--- src/rtl/lpc_target_arbiter_if.sv ---
// LPC peripheral-side and target-side signal bundle for lpc_target_arbiter.
// The slave modport is the arbiter's view; the master modport drives it.
`timescale 1ns/1ps
interface lpc_target_arbiter_if;
  logic [15:0] lpc_addr_i;
  logic [7:0]  lpc_wdata_i;
  logic        lpc_data_wr_i;
  logic        lpc_data_req_i;
  logic [7:0]  lpc_rdata_o;
  logic        lpc_data_rd_o;
  logic        lpc_wr_done_o;

  logic        t0_req_o;
  logic        t0_we_o;
  logic [15:0] t0_addr_o;
  logic [7:0]  t0_wdata_o;
  logic        t0_ack_i;
  logic [7:0]  t0_rdata_i;
  logic        t0_irq_i;

  logic        t1_req_o;
  logic        t1_we_o;
  logic [15:0] t1_addr_o;
  logic [7:0]  t1_wdata_o;
  logic        t1_ack_i;
  logic [7:0]  t1_rdata_i;
  logic        t1_irq_i;

  logic [3:0]  irq_num_o;
  logic        interrupt_o;
  logic        err_o;
  logic        err_clr_i;

  modport slave (
    input  lpc_addr_i, lpc_wdata_i, lpc_data_wr_i, lpc_data_req_i,
    output lpc_rdata_o, lpc_data_rd_o, lpc_wr_done_o,
    output t0_req_o, t0_we_o, t0_addr_o, t0_wdata_o,
    input  t0_ack_i, t0_rdata_i, t0_irq_i,
    output t1_req_o, t1_we_o, t1_addr_o, t1_wdata_o,
    input  t1_ack_i, t1_rdata_i, t1_irq_i,
    output irq_num_o, interrupt_o, err_o,
    input  err_clr_i
  );

  modport master (
    output lpc_addr_i, lpc_wdata_i, lpc_data_wr_i, lpc_data_req_i,
    input  lpc_rdata_o, lpc_data_rd_o, lpc_wr_done_o,
    input  t0_req_o, t0_we_o, t0_addr_o, t0_wdata_o,
    output t0_ack_i, t0_rdata_i, t0_irq_i,
    input  t1_req_o, t1_we_o, t1_addr_o, t1_wdata_o,
    output t1_ack_i, t1_rdata_i, t1_irq_i,
    input  irq_num_o, interrupt_o, err_o,
    output err_clr_i
  );
endinterface

--- src/rtl/lpc_target_arbiter.sv ---
// Routes LPC I/O cycles to one of two decoded targets with ack timeout,
// host abort, sticky error flag and SERIRQ slot selection.
`timescale 1ns/1ps
module lpc_target_arbiter #(
  parameter logic [15:0] T0_BASE = 16'h002E,
  parameter logic [15:0] T0_MASK = 16'hFFFE,
  parameter logic [15:0] T1_BASE = 16'h0080,
  parameter logic [15:0] T1_MASK = 16'hFFFF,
  parameter int unsigned TIMEOUT = 64,
  parameter logic [3:0]  T0_IRQ  = 4'd1,
  parameter logic [3:0]  T1_IRQ  = 4'd12
) (
  input  logic                  clk_i,
  input  logic                  nrst_i,
  lpc_target_arbiter_if.slave   bus
);

  localparam int unsigned CNT_W = 8;
  localparam int unsigned NT    = 2;

  typedef enum logic [2:0] {
    IDLE    = 3'd0,
    WR_WAIT = 3'd1,
    RD_WAIT = 3'd2,
    WR_DONE = 3'd3,
    RD_DONE = 3'd4
  } state_e;

  state_e            state_q, state_d;
  logic [NT-1:0]     req_q, req_d;
  logic [NT-1:0]     we_q, we_d;
  logic [15:0]       addr_q, addr_d;
  logic [7:0]        wdata_q, wdata_d;
  logic [7:0]        rdata_q, rdata_d;
  logic              done_q, done_d;
  logic              rd_q, rd_d;
  logic              err_q, err_d;
  logic [CNT_W-1:0]  cnt_q, cnt_d;
  logic              int_q, int_d;
  logic [3:0]        irq_num_q, irq_num_d;

  logic              hit0_c, hit1_c;
  logic [NT-1:0]     sel_c;
  logic              ack_c;
  logic [7:0]        tgt_rdata_c;
  logic              timeout_c;
  logic              err_set_c;

  // Address decode; target 0 has priority on overlap.
  assign hit0_c      = (bus.lpc_addr_i & T0_MASK) == T0_BASE;
  assign hit1_c      = (bus.lpc_addr_i & T1_MASK) == T1_BASE;
  assign sel_c       = {hit1_c & ~hit0_c, hit0_c};
  assign ack_c       = |(req_q & {bus.t1_ack_i, bus.t0_ack_i});
  assign tgt_rdata_c = req_q[1] ? bus.t1_rdata_i : bus.t0_rdata_i;
  assign timeout_c   = cnt_q == CNT_W'(TIMEOUT - 1);

  always_comb begin
    state_d   = state_q;
    req_d     = req_q;
    we_d      = we_q;
    addr_d    = addr_q;
    wdata_d   = wdata_q;
    rdata_d   = rdata_q;
    done_d    = done_q;
    rd_d      = rd_q;
    cnt_d     = cnt_q;
    err_set_c = 1'b0;

    unique case (state_q)
      IDLE: begin
        if (bus.lpc_data_wr_i) begin
          addr_d  = bus.lpc_addr_i;
          wdata_d = bus.lpc_wdata_i;
          if (|sel_c) begin
            req_d   = sel_c;
            we_d    = sel_c;
            cnt_d   = '0;
            state_d = WR_WAIT;
          end else begin
            done_d  = 1'b1;
            state_d = WR_DONE;
          end
        end else if (bus.lpc_data_req_i) begin
          addr_d = bus.lpc_addr_i;
          if (|sel_c) begin
            req_d   = sel_c;
            we_d    = '0;
            cnt_d   = '0;
            state_d = RD_WAIT;
          end else begin
            rdata_d = 8'hFF;
            rd_d    = 1'b1;
            state_d = RD_DONE;
          end
        end
      end
      // Host abort beats ack; ack beats timeout.
      WR_WAIT: begin
        if (!bus.lpc_data_wr_i) begin
          req_d   = '0;
          we_d    = '0;
          state_d = IDLE;
        end else if (ack_c || timeout_c) begin
          err_set_c = ~ack_c;
          req_d     = '0;
          we_d      = '0;
          done_d    = 1'b1;
          state_d   = WR_DONE;
        end else begin
          cnt_d = cnt_q + CNT_W'(1);
        end
      end
      RD_WAIT: begin
        if (!bus.lpc_data_req_i) begin
          req_d   = '0;
          we_d    = '0;
          state_d = IDLE;
        end else if (ack_c || timeout_c) begin
          err_set_c = ~ack_c;
          rdata_d   = ack_c ? tgt_rdata_c : 8'hFF;
          req_d     = '0;
          we_d      = '0;
          rd_d      = 1'b1;
          state_d   = RD_DONE;
        end else begin
          cnt_d = cnt_q + CNT_W'(1);
        end
      end
      WR_DONE: begin
        if (!bus.lpc_data_wr_i) begin
          done_d  = 1'b0;
          state_d = IDLE;
        end
      end
      RD_DONE: begin
        if (!bus.lpc_data_req_i) begin
          rd_d    = 1'b0;
          state_d = IDLE;
        end
      end
      default: begin
        req_d   = '0;
        we_d    = '0;
        done_d  = 1'b0;
        rd_d    = 1'b0;
        state_d = IDLE;
      end
    endcase

    err_d     = err_set_c | (err_q & ~bus.err_clr_i);
    int_d     = bus.t0_irq_i | bus.t1_irq_i;
    irq_num_d = bus.t0_irq_i ? T0_IRQ : (bus.t1_irq_i ? T1_IRQ : irq_num_q);
  end

  always_ff @(posedge clk_i or negedge nrst_i) begin
    if (!nrst_i) begin
      state_q   <= IDLE;
      req_q     <= '0;
      we_q      <= '0;
      addr_q    <= '0;
      wdata_q   <= '0;
      rdata_q   <= 8'hFF;
      done_q    <= 1'b0;
      rd_q      <= 1'b0;
      err_q     <= 1'b0;
      cnt_q     <= '0;
      int_q     <= 1'b0;
      irq_num_q <= 4'd0;
    end else begin
      state_q   <= state_d;
      req_q     <= req_d;
      we_q      <= we_d;
      addr_q    <= addr_d;
      wdata_q   <= wdata_d;
      rdata_q   <= rdata_d;
      done_q    <= done_d;
      rd_q      <= rd_d;
      err_q     <= err_d;
      cnt_q     <= cnt_d;
      int_q     <= int_d;
      irq_num_q <= irq_num_d;
    end
  end

  assign bus.lpc_rdata_o   = rdata_q;
  assign bus.lpc_data_rd_o = rd_q;
  assign bus.lpc_wr_done_o = done_q;
  assign bus.t0_req_o      = req_q[0];
  assign bus.t0_we_o       = we_q[0];
  assign bus.t0_addr_o     = addr_q;
  assign bus.t0_wdata_o    = wdata_q;
  assign bus.t1_req_o      = req_q[1];
  assign bus.t1_we_o       = we_q[1];
  assign bus.t1_addr_o     = addr_q;
  assign bus.t1_wdata_o    = wdata_q;
  assign bus.irq_num_o     = irq_num_q;
  assign bus.interrupt_o   = int_q;
  assign bus.err_o         = err_q;

endmodule
--- src/flat_wrapper.sv ---
// flat-port wrapper written by rule: the top's interface ports become plain ports
module lpc_target_arbiter_flat 
#(
  parameter logic [15:0] T0_BASE = 16'h002E,
  parameter logic [15:0] T0_MASK = 16'hFFFE,
  parameter logic [15:0] T1_BASE = 16'h0080,
  parameter logic [15:0] T1_MASK = 16'hFFFF,
  parameter int unsigned TIMEOUT = 64,
  parameter logic [3:0]  T0_IRQ  = 4'd1,
  parameter logic [3:0]  T1_IRQ  = 4'd12
)
  (clk_i, nrst_i, bus_lpc_addr_i, bus_lpc_wdata_i, bus_lpc_data_wr_i, bus_lpc_data_req_i, bus_lpc_rdata_o, bus_lpc_data_rd_o, bus_lpc_wr_done_o, bus_t0_req_o, bus_t0_we_o, bus_t0_addr_o, bus_t0_wdata_o, bus_t0_ack_i, bus_t0_rdata_i, bus_t0_irq_i, bus_t1_req_o, bus_t1_we_o, bus_t1_addr_o, bus_t1_wdata_o, bus_t1_ack_i, bus_t1_rdata_i, bus_t1_irq_i, bus_irq_num_o, bus_interrupt_o, bus_err_o, bus_err_clr_i);
  lpc_target_arbiter_if bus_i ();
  input  logic clk_i;
  input  logic nrst_i;
  input wire logic [$bits(bus_i.lpc_addr_i)-1:0] bus_lpc_addr_i;
  input wire logic [$bits(bus_i.lpc_wdata_i)-1:0] bus_lpc_wdata_i;
  input wire logic [$bits(bus_i.lpc_data_wr_i)-1:0] bus_lpc_data_wr_i;
  input wire logic [$bits(bus_i.lpc_data_req_i)-1:0] bus_lpc_data_req_i;
  output wire logic [$bits(bus_i.lpc_rdata_o)-1:0] bus_lpc_rdata_o;
  output wire logic [$bits(bus_i.lpc_data_rd_o)-1:0] bus_lpc_data_rd_o;
  output wire logic [$bits(bus_i.lpc_wr_done_o)-1:0] bus_lpc_wr_done_o;
  output wire logic [$bits(bus_i.t0_req_o)-1:0] bus_t0_req_o;
  output wire logic [$bits(bus_i.t0_we_o)-1:0] bus_t0_we_o;
  output wire logic [$bits(bus_i.t0_addr_o)-1:0] bus_t0_addr_o;
  output wire logic [$bits(bus_i.t0_wdata_o)-1:0] bus_t0_wdata_o;
  input wire logic [$bits(bus_i.t0_ack_i)-1:0] bus_t0_ack_i;
  input wire logic [$bits(bus_i.t0_rdata_i)-1:0] bus_t0_rdata_i;
  input wire logic [$bits(bus_i.t0_irq_i)-1:0] bus_t0_irq_i;
  output wire logic [$bits(bus_i.t1_req_o)-1:0] bus_t1_req_o;
  output wire logic [$bits(bus_i.t1_we_o)-1:0] bus_t1_we_o;
  output wire logic [$bits(bus_i.t1_addr_o)-1:0] bus_t1_addr_o;
  output wire logic [$bits(bus_i.t1_wdata_o)-1:0] bus_t1_wdata_o;
  input wire logic [$bits(bus_i.t1_ack_i)-1:0] bus_t1_ack_i;
  input wire logic [$bits(bus_i.t1_rdata_i)-1:0] bus_t1_rdata_i;
  input wire logic [$bits(bus_i.t1_irq_i)-1:0] bus_t1_irq_i;
  output wire logic [$bits(bus_i.irq_num_o)-1:0] bus_irq_num_o;
  output wire logic [$bits(bus_i.interrupt_o)-1:0] bus_interrupt_o;
  output wire logic [$bits(bus_i.err_o)-1:0] bus_err_o;
  input wire logic [$bits(bus_i.err_clr_i)-1:0] bus_err_clr_i;
  assign bus_i.lpc_addr_i = bus_lpc_addr_i;
  assign bus_i.lpc_wdata_i = bus_lpc_wdata_i;
  assign bus_i.lpc_data_wr_i = bus_lpc_data_wr_i;
  assign bus_i.lpc_data_req_i = bus_lpc_data_req_i;
  assign bus_lpc_rdata_o = bus_i.lpc_rdata_o;
  assign bus_lpc_data_rd_o = bus_i.lpc_data_rd_o;
  assign bus_lpc_wr_done_o = bus_i.lpc_wr_done_o;
  assign bus_t0_req_o = bus_i.t0_req_o;
  assign bus_t0_we_o = bus_i.t0_we_o;
  assign bus_t0_addr_o = bus_i.t0_addr_o;
  assign bus_t0_wdata_o = bus_i.t0_wdata_o;
  assign bus_i.t0_ack_i = bus_t0_ack_i;
  assign bus_i.t0_rdata_i = bus_t0_rdata_i;
  assign bus_i.t0_irq_i = bus_t0_irq_i;
  assign bus_t1_req_o = bus_i.t1_req_o;
  assign bus_t1_we_o = bus_i.t1_we_o;
  assign bus_t1_addr_o = bus_i.t1_addr_o;
  assign bus_t1_wdata_o = bus_i.t1_wdata_o;
  assign bus_i.t1_ack_i = bus_t1_ack_i;
  assign bus_i.t1_rdata_i = bus_t1_rdata_i;
  assign bus_i.t1_irq_i = bus_t1_irq_i;
  assign bus_irq_num_o = bus_i.irq_num_o;
  assign bus_interrupt_o = bus_i.interrupt_o;
  assign bus_err_o = bus_i.err_o;
  assign bus_i.err_clr_i = bus_err_clr_i;
  lpc_target_arbiter #(.T0_BASE(T0_BASE), .T0_MASK(T0_MASK), .T1_BASE(T1_BASE), .T1_MASK(T1_MASK), .TIMEOUT(TIMEOUT), .T0_IRQ(T0_IRQ), .T1_IRQ(T1_IRQ)) u_core (.clk_i(clk_i), .nrst_i(nrst_i), .bus(bus_i));
endmodule
--- config.mk ---
export PLATFORM = sky130hd
export DESIGN_NAME = lpc_target_arbiter_flat
export DESIGN_NICKNAME = d
export VERILOG_FILES = /design/src/rtl/lpc_target_arbiter_if.sv /design/src/rtl/lpc_target_arbiter.sv /design/src/flat_wrapper.sv
export SDC_FILE = /design/constraint.sdc
export NUM_CORES = 1
export LEC_CHECK = 0
export CAP_MARGIN = 0
export CORE_AREA = 5 5 90 92
export DETAILED_ROUTE_END_ITERATION = 8
export DIE_AREA = 0 0 95 97
export PLACE_DENSITY_LB_ADDON = 0.12
export SYNTH_ARGS = -nofsm -noshare
export SYNTH_HDL_FRONTEND = slang
export SYNTH_SLANG_ARGS = --single-unit
--- constraint.sdc ---
create_clock -name clk_i -period 4.5 [get_ports clk_i]
set_input_delay 0.675 -clock clk_i [delete_from_list [all_inputs] [get_ports clk_i]]
set_output_delay 0.675 -clock clk_i [all_outputs]
set_load 0.01 [all_outputs]
# --- Yosys cells after proc, flatten, opt, wreduce, memory -nomap -nowiden ---
# Index checks and enable logic that the tools add are counted.
totals:
  out_inout_bits: 68
  register_bits: 55
classes:
  bitwise_logic: 11
  muxes: 60
  n_eq_ne: 21
  n_reduce_logical: 20
  add_sub_neg: 1
op_table:
  columns: ["op", "n"]
  rows:
  - ["$mux 8", 13]
  - ["$mux 16", 2]
  - ["$mux 2", 14]
  - ["$mux 3", 9]
  - ["$pmux 8 s3", 1]
  - ["$eq 16x8->1 const B", 1]
  - ["$ne 2x2->1 const B", 8]
  - ["$pmux 2 s4", 2]
  - ["$pmux 8 s2", 1]
  - ["$eq 15x5->1 const B", 1]
  - ["$pmux 3 s5", 1]
  - ["$mux 1", 12]
  - ["$reduce_and 6->1", 2]
  - ["$reduce_or 2->1", 5]
  - ["$add 8x1->8 const B", 1]
  - ["$eq 8x6->1 const B", 1]
  - ["$mux 4", 2]
  - ["$pmux 1 s4", 2]
  - ["$reduce_and 7->1", 1]
  - ["$eq 3x2->1 const B", 2]
  - ["$ne 2x1->1 const B", 3]
  - ["$ne 3x2->1 const B", 2]
  - ["$not 1->1", 6]
  - ["$reduce_and 2->1", 3]
  - ["other kinds (14)", 18]

# --- Depth between registers and ports, before layout ---
depth:
  word_depth: 8
  mapped_depth: 9
  depth_no_buf: 9

# --- Least setup slack after synthesis ---
# Ideal clock, no wire load.
synth_path:
  path_type: "input to register"
  startpoint: "in bus_lpc_addr_i[11]"
  endpoint: "reg u_core.state_q[1]"
  path_stages: 9
  n_path_buf: 0
  setup_slack_ns: 1.909
  arrival_ns: 2.496
  path_cell_list: "or4_4 nor4_4 o21a_4 inv_4 ha_1 nor2_1 a2111oi_0 mux2i_1 o31ai_1"
synth_via:
  elab_chain_cells: 8
  word_cells_on_any_way: 10
  cone_classes: "eq/ne (2); mux (5); bitwise (2); reduce/logical (1)"
synth_rtl:
  columns: ["element", "line_no", "text"]
  rows:
  - ["start: declaration", "flat_wrapper.sv:16", "input wire logic [$bits(bus_i.lpc_addr_i)-1:0] bus_lpc_addr_i;"]
  - ["$eq 15x5->1", "lpc_target_arbiter.sv:50", "assign hit0_c = (bus.lpc_addr_i & T0_MASK) == T0_BASE;"]
  - ["$not 1->1", "lpc_target_arbiter.sv:52", "assign sel_c = {hit1_c & ~hit0_c, hit0_c};"]
  - ["$and 1x1->1", "lpc_target_arbiter.sv:52", null]
  - ["$reduce_or 2->1 *", "lpc_target_arbiter.sv:74, lpc_target_arbiter.sv:85", null]
  - ["$mux 3", "lpc_target_arbiter.sv:85", "if (|sel_c) begin"]
  - ["$mux 3", "lpc_target_arbiter.sv:83", "end else if (bus.lpc_data_req_i) begin"]
  - ["$mux 3 *", "lpc_target_arbiter.sv:71", "if (bus.lpc_data_wr_i) begin"]
  - ["$pmux 3 s5 *", "lpc_target_arbiter.sv:69", "unique case (state_q)"]
  - ["end signal: assignment", "lpc_target_arbiter.sv:170", "state_q <= state_d;"]
  - ["end: declaration", "lpc_target_arbiter.sv:29", "state_e state_q, state_d;"]
# Every way passes the cells marked *; elsewhere a longest branch is shown, timed or not. The select of a mux whose other input is x is not followed.
# A chain may end at the register's enable or synchronous reset.

# --- Worst setup path in the final report ---
# Ends and elaborated chain as after synthesis.

==> flow_summary_export.csv <==
group,metric,value,unit
status,status,"completed",
placed_design,dp.cells,436,
yosys,synth_most_common_cell,"dfrtp_1",
routing,vias,2219,
pwr,leakagePower,1.532,nW
clock_tree,clock_latency,310,ps
setup_path,path_cells,"clkdlybuf4s50_1 -> or4_4 -> nor4_4 -> o21a_4 -> inv_4 -> ha_1 -> nor2_1 -> a2111oi_0 -> mux2i_1 -> o31ai_1",
setup_path,start_kind,"input port",
sta,report.final.slew_viol_count,0,
placed_design,gp_congestion,0.8635,
yosys,synth_cell_types,52,
yosys,yosys_warnings,0,
setup_path,crit_path_end_kind,"flop",
finish,fin_cells,444,
yosys,synth_common_cells,"45 x dfrtp_1, 32 x mux2_2, 30 x buf_4",
routing,initialDrtViolationCount,111,
sta,whs,471.4,ps
sta,max_freq,342.0,MHz
yosys,synth.top_cell.area_share,40.43,%
routing,wire_per_inst,15.36,um
grt,first_global_vias,2295,
sta,rsz0062_at_grt,"false",
clock_tree,cts_tree,"yes",
yosys,ys_seq_elements,53,
finish,nNetsFinal,395,
sta,fin_crit_sh,64.98,%
grt,grt_max_degree,54,
yosys,synth-async-reset-ratio,100.0,%
yosys,synth_area_per_cell,11.05,sq um
yosys,netlist.top_cell.by_area,"dfrtp_1",
placed_design,dpl.hpwl,5.167,mm
setup_path,slowest_stage,"or4_4",
sta,setup_viol,0,
finish,utilization,55.14,%
setup_path,critPathMaxFanout,6,
finish,area_delta_synth_final,41.28,%
sta,tightest_slew,664.7,ps
grt,grt_usage,15.47,%
die,coreArea,7137,sq um
clock_tree,cts.path.max_buffers,2,
clock_tree,post_cts_resized,0,
placed_design,io_buffers,115,
setup_path,crit_required,4710,ps
yosys,synth-main-ff-cell,"dfrtp_1",
clock_tree,cts_hold_buf,0,
routing,wirelength,6.821,mm
clock_tree,cts_max_level,2,
routing,drt-pass1-iter-count,4,
yosys,syn_nets,303,
pwr,irDropWorstVdd,0.2762,mV
clock_tree,cts_setup_buffers,0,
setup_path,worstSetupPathType,"input port to flop",
finish,drive_above_1_share,18.26,%
finish,fillerInstances,651,
routing,viasPerCell,4.998,
grt,overflow,0,
die,die_x,95,um
die,start_util,39.03,%
clock_tree,cts_buffers,5,
clock_tree,root_buffer,"clkbuf_8",
clock_tree,path_clk_slew,100,ps
setup_path,path_buf_inv,2,
grt,antenna_found_initial,0,
routing,drc,0,
die,die-area,9215,sq um
setup_path,crit_path_max_incr_delay,560,ps
sta,final.setup.tns,0,ps
finish,n_antenna_cell,0,
clock_tree,cts.sink_count,53,
setup_path,cp_data_arrival_time,3140,ps
pwr,power_density,551.7,nW/um^2
yosys,synth_seq_area_share,47.98,%
setup_path,critical_path.top_delay_family,"simple AND/OR/NAND/NOR gates",
die,rows,31,
yosys,synth_area_leaders,"dfrtp_1 40%, mux2_2 13%, buf_4 8.1%",
sta,skew,8.759,ps
grt,grt_pass1_wl,11.39,mm
die,pin_count,117,
sta,hold_violations,0,
routing,postRouteAntennaNets,0,
yosys,synth_edf_count,0,
sta,finalCriticalPeriod,2924,ps
yosys,synthCells,252,
worst_hold_path,hold_path.class,"input port to async pin",
sta,relSlewSlack,55.44,%
die,fp.dieH,97,um
flow_run,drv_cap,0,
yosys,syn_area,2785,sq um
## cells by family (layout without fill, tap and decap cells)
group,after synthesis,after routing,share of synthesized area [%]
buf+inv,41,134,9.704
other cells,1,1,0.1346
simple gates,61,61,12.04
compound gates,53,53,13.07
flops,53,53,47.98
mux,41,41,16.17
fa+ha+maj,2,2,0.8983
## layout make-up
cell class              instances  area (sq um)  share of cell area [%]
flip-flops and latches         53          1336                   33.96
inverters                       8         32.53                  0.8267
multi-input cells             158          1179                   29.95
clock buffers                   6         82.58                   2.099
repair buffers                118          1169                   29.70
well taps                      99         123.9                   3.148
clock inverters                 2         12.51                  0.3180
## routing by layer
metal | wire, um | GRT usage (%) | vias up
met5 | 0 | 0 | -
met1 | 2920 | 20.30 | 1078
met2 | 3390 | 24.67 | 74
li1 | - | - | 1060
met4 | 74 | 3.996 | 0
met3 | 434 | 4.655 | 7
## per-stage QoR
| stage | instance area (sq um) | total power [mW] | setup WS [ps] |
|---|---|---|---|
| 2_1_floorplan | 2785 | 1.439 | 1909 |
| 3_3_place_gp | 3840 | 1.897 | 1363 |
| 3_5_place_dp | 3840 | 1.901 | 1258 |
| 4_1_cts | 3935 | 2.195 | 1561 |
| 5_1_grt | 3935 | 2.319 | 1350 |
| 6_report | 3935 | 2.171 | 1576 |
## path summary, 6_finish.rpt
path	endpoint	depth (start not counted)	start	slack, ps
max	u_core.state_q[1]$_DFFE_PN0P_	10	bus_lpc_addr_i[11]	1580
min	u_core.bus.irq_num_o[2]$_DFFE_PN0P_	2	nrst_i	470
max reg2reg	u_core.bus.lpc_rdata_o[1]$_DFFE_PN1P_	5	u_core.req_q[1]$_DFFE_PN0P_	2160
min reg2reg	u_core.bus.lpc_data_rd_o$_DFFE_PN0P_	1	u_core.bus.lpc_data_rd_o$_DFFE_PN0P_	490
max in group asynchronous	u_core.cnt_q[1]$_DFFE_PN0P_	2	nrst_i	3580
min in group clk_i	u_core.bus.lpc_data_rd_o$_DFFE_PN0P_	1	u_core.bus.lpc_data_rd_o$_DFFE_PN0P_	490
## registers in the layout, summed over array words and instances, names as in the netlist
| signal | flops |
|---|---|
| u_core.cnt_q | 8 |
| u_core.bus.lpc_data_rd_o | 1 |
| u_core.bus.lpc_wr_done_o | 1 |
| u_core.req_q | 2 |
| u_core.bus.irq_num_o | 2 |
| u_core.bus.t0_addr_o | 16 |
| u_core.bus.lpc_rdata_o | 8 |
| u_core.bus.interrupt_o | 1 |
| u_core.bus.t0_wdata_o | 8 |
| u_core.state_q | 3 |
| u_core.we_q | 2 |
| u_core.bus.err_o | 1 |
## cells in the final DEF, fill, tap and decap left out, drive strengths merged, types with 2 or more instances in the layout
cell type,instances
clkdlybuf4s50,114
dfrtp,45
mux2,32
o21ai,16
nand2,15
nor2,14
mux2i,9
inv,9
dfstp,8
a21oi,8
nand2b,6
clkbuf,6
nand3,5
a22o,4
nor3,4
buf,4
o31ai,3
a21o,3
a31oi,3
o21a,3
or2,2
a22oi,2
o211ai,2
or3,2
ha,2
or4,2
nor4,2
and3,2
## report_power, final
part           internal, mW  leakage (nW)  switching (mW)
registers             0.636         0.633           0.163
clock network         0.125        0.0492           0.160
logic                 0.652         0.850           0.435
(Power assumes the default switching activity.)
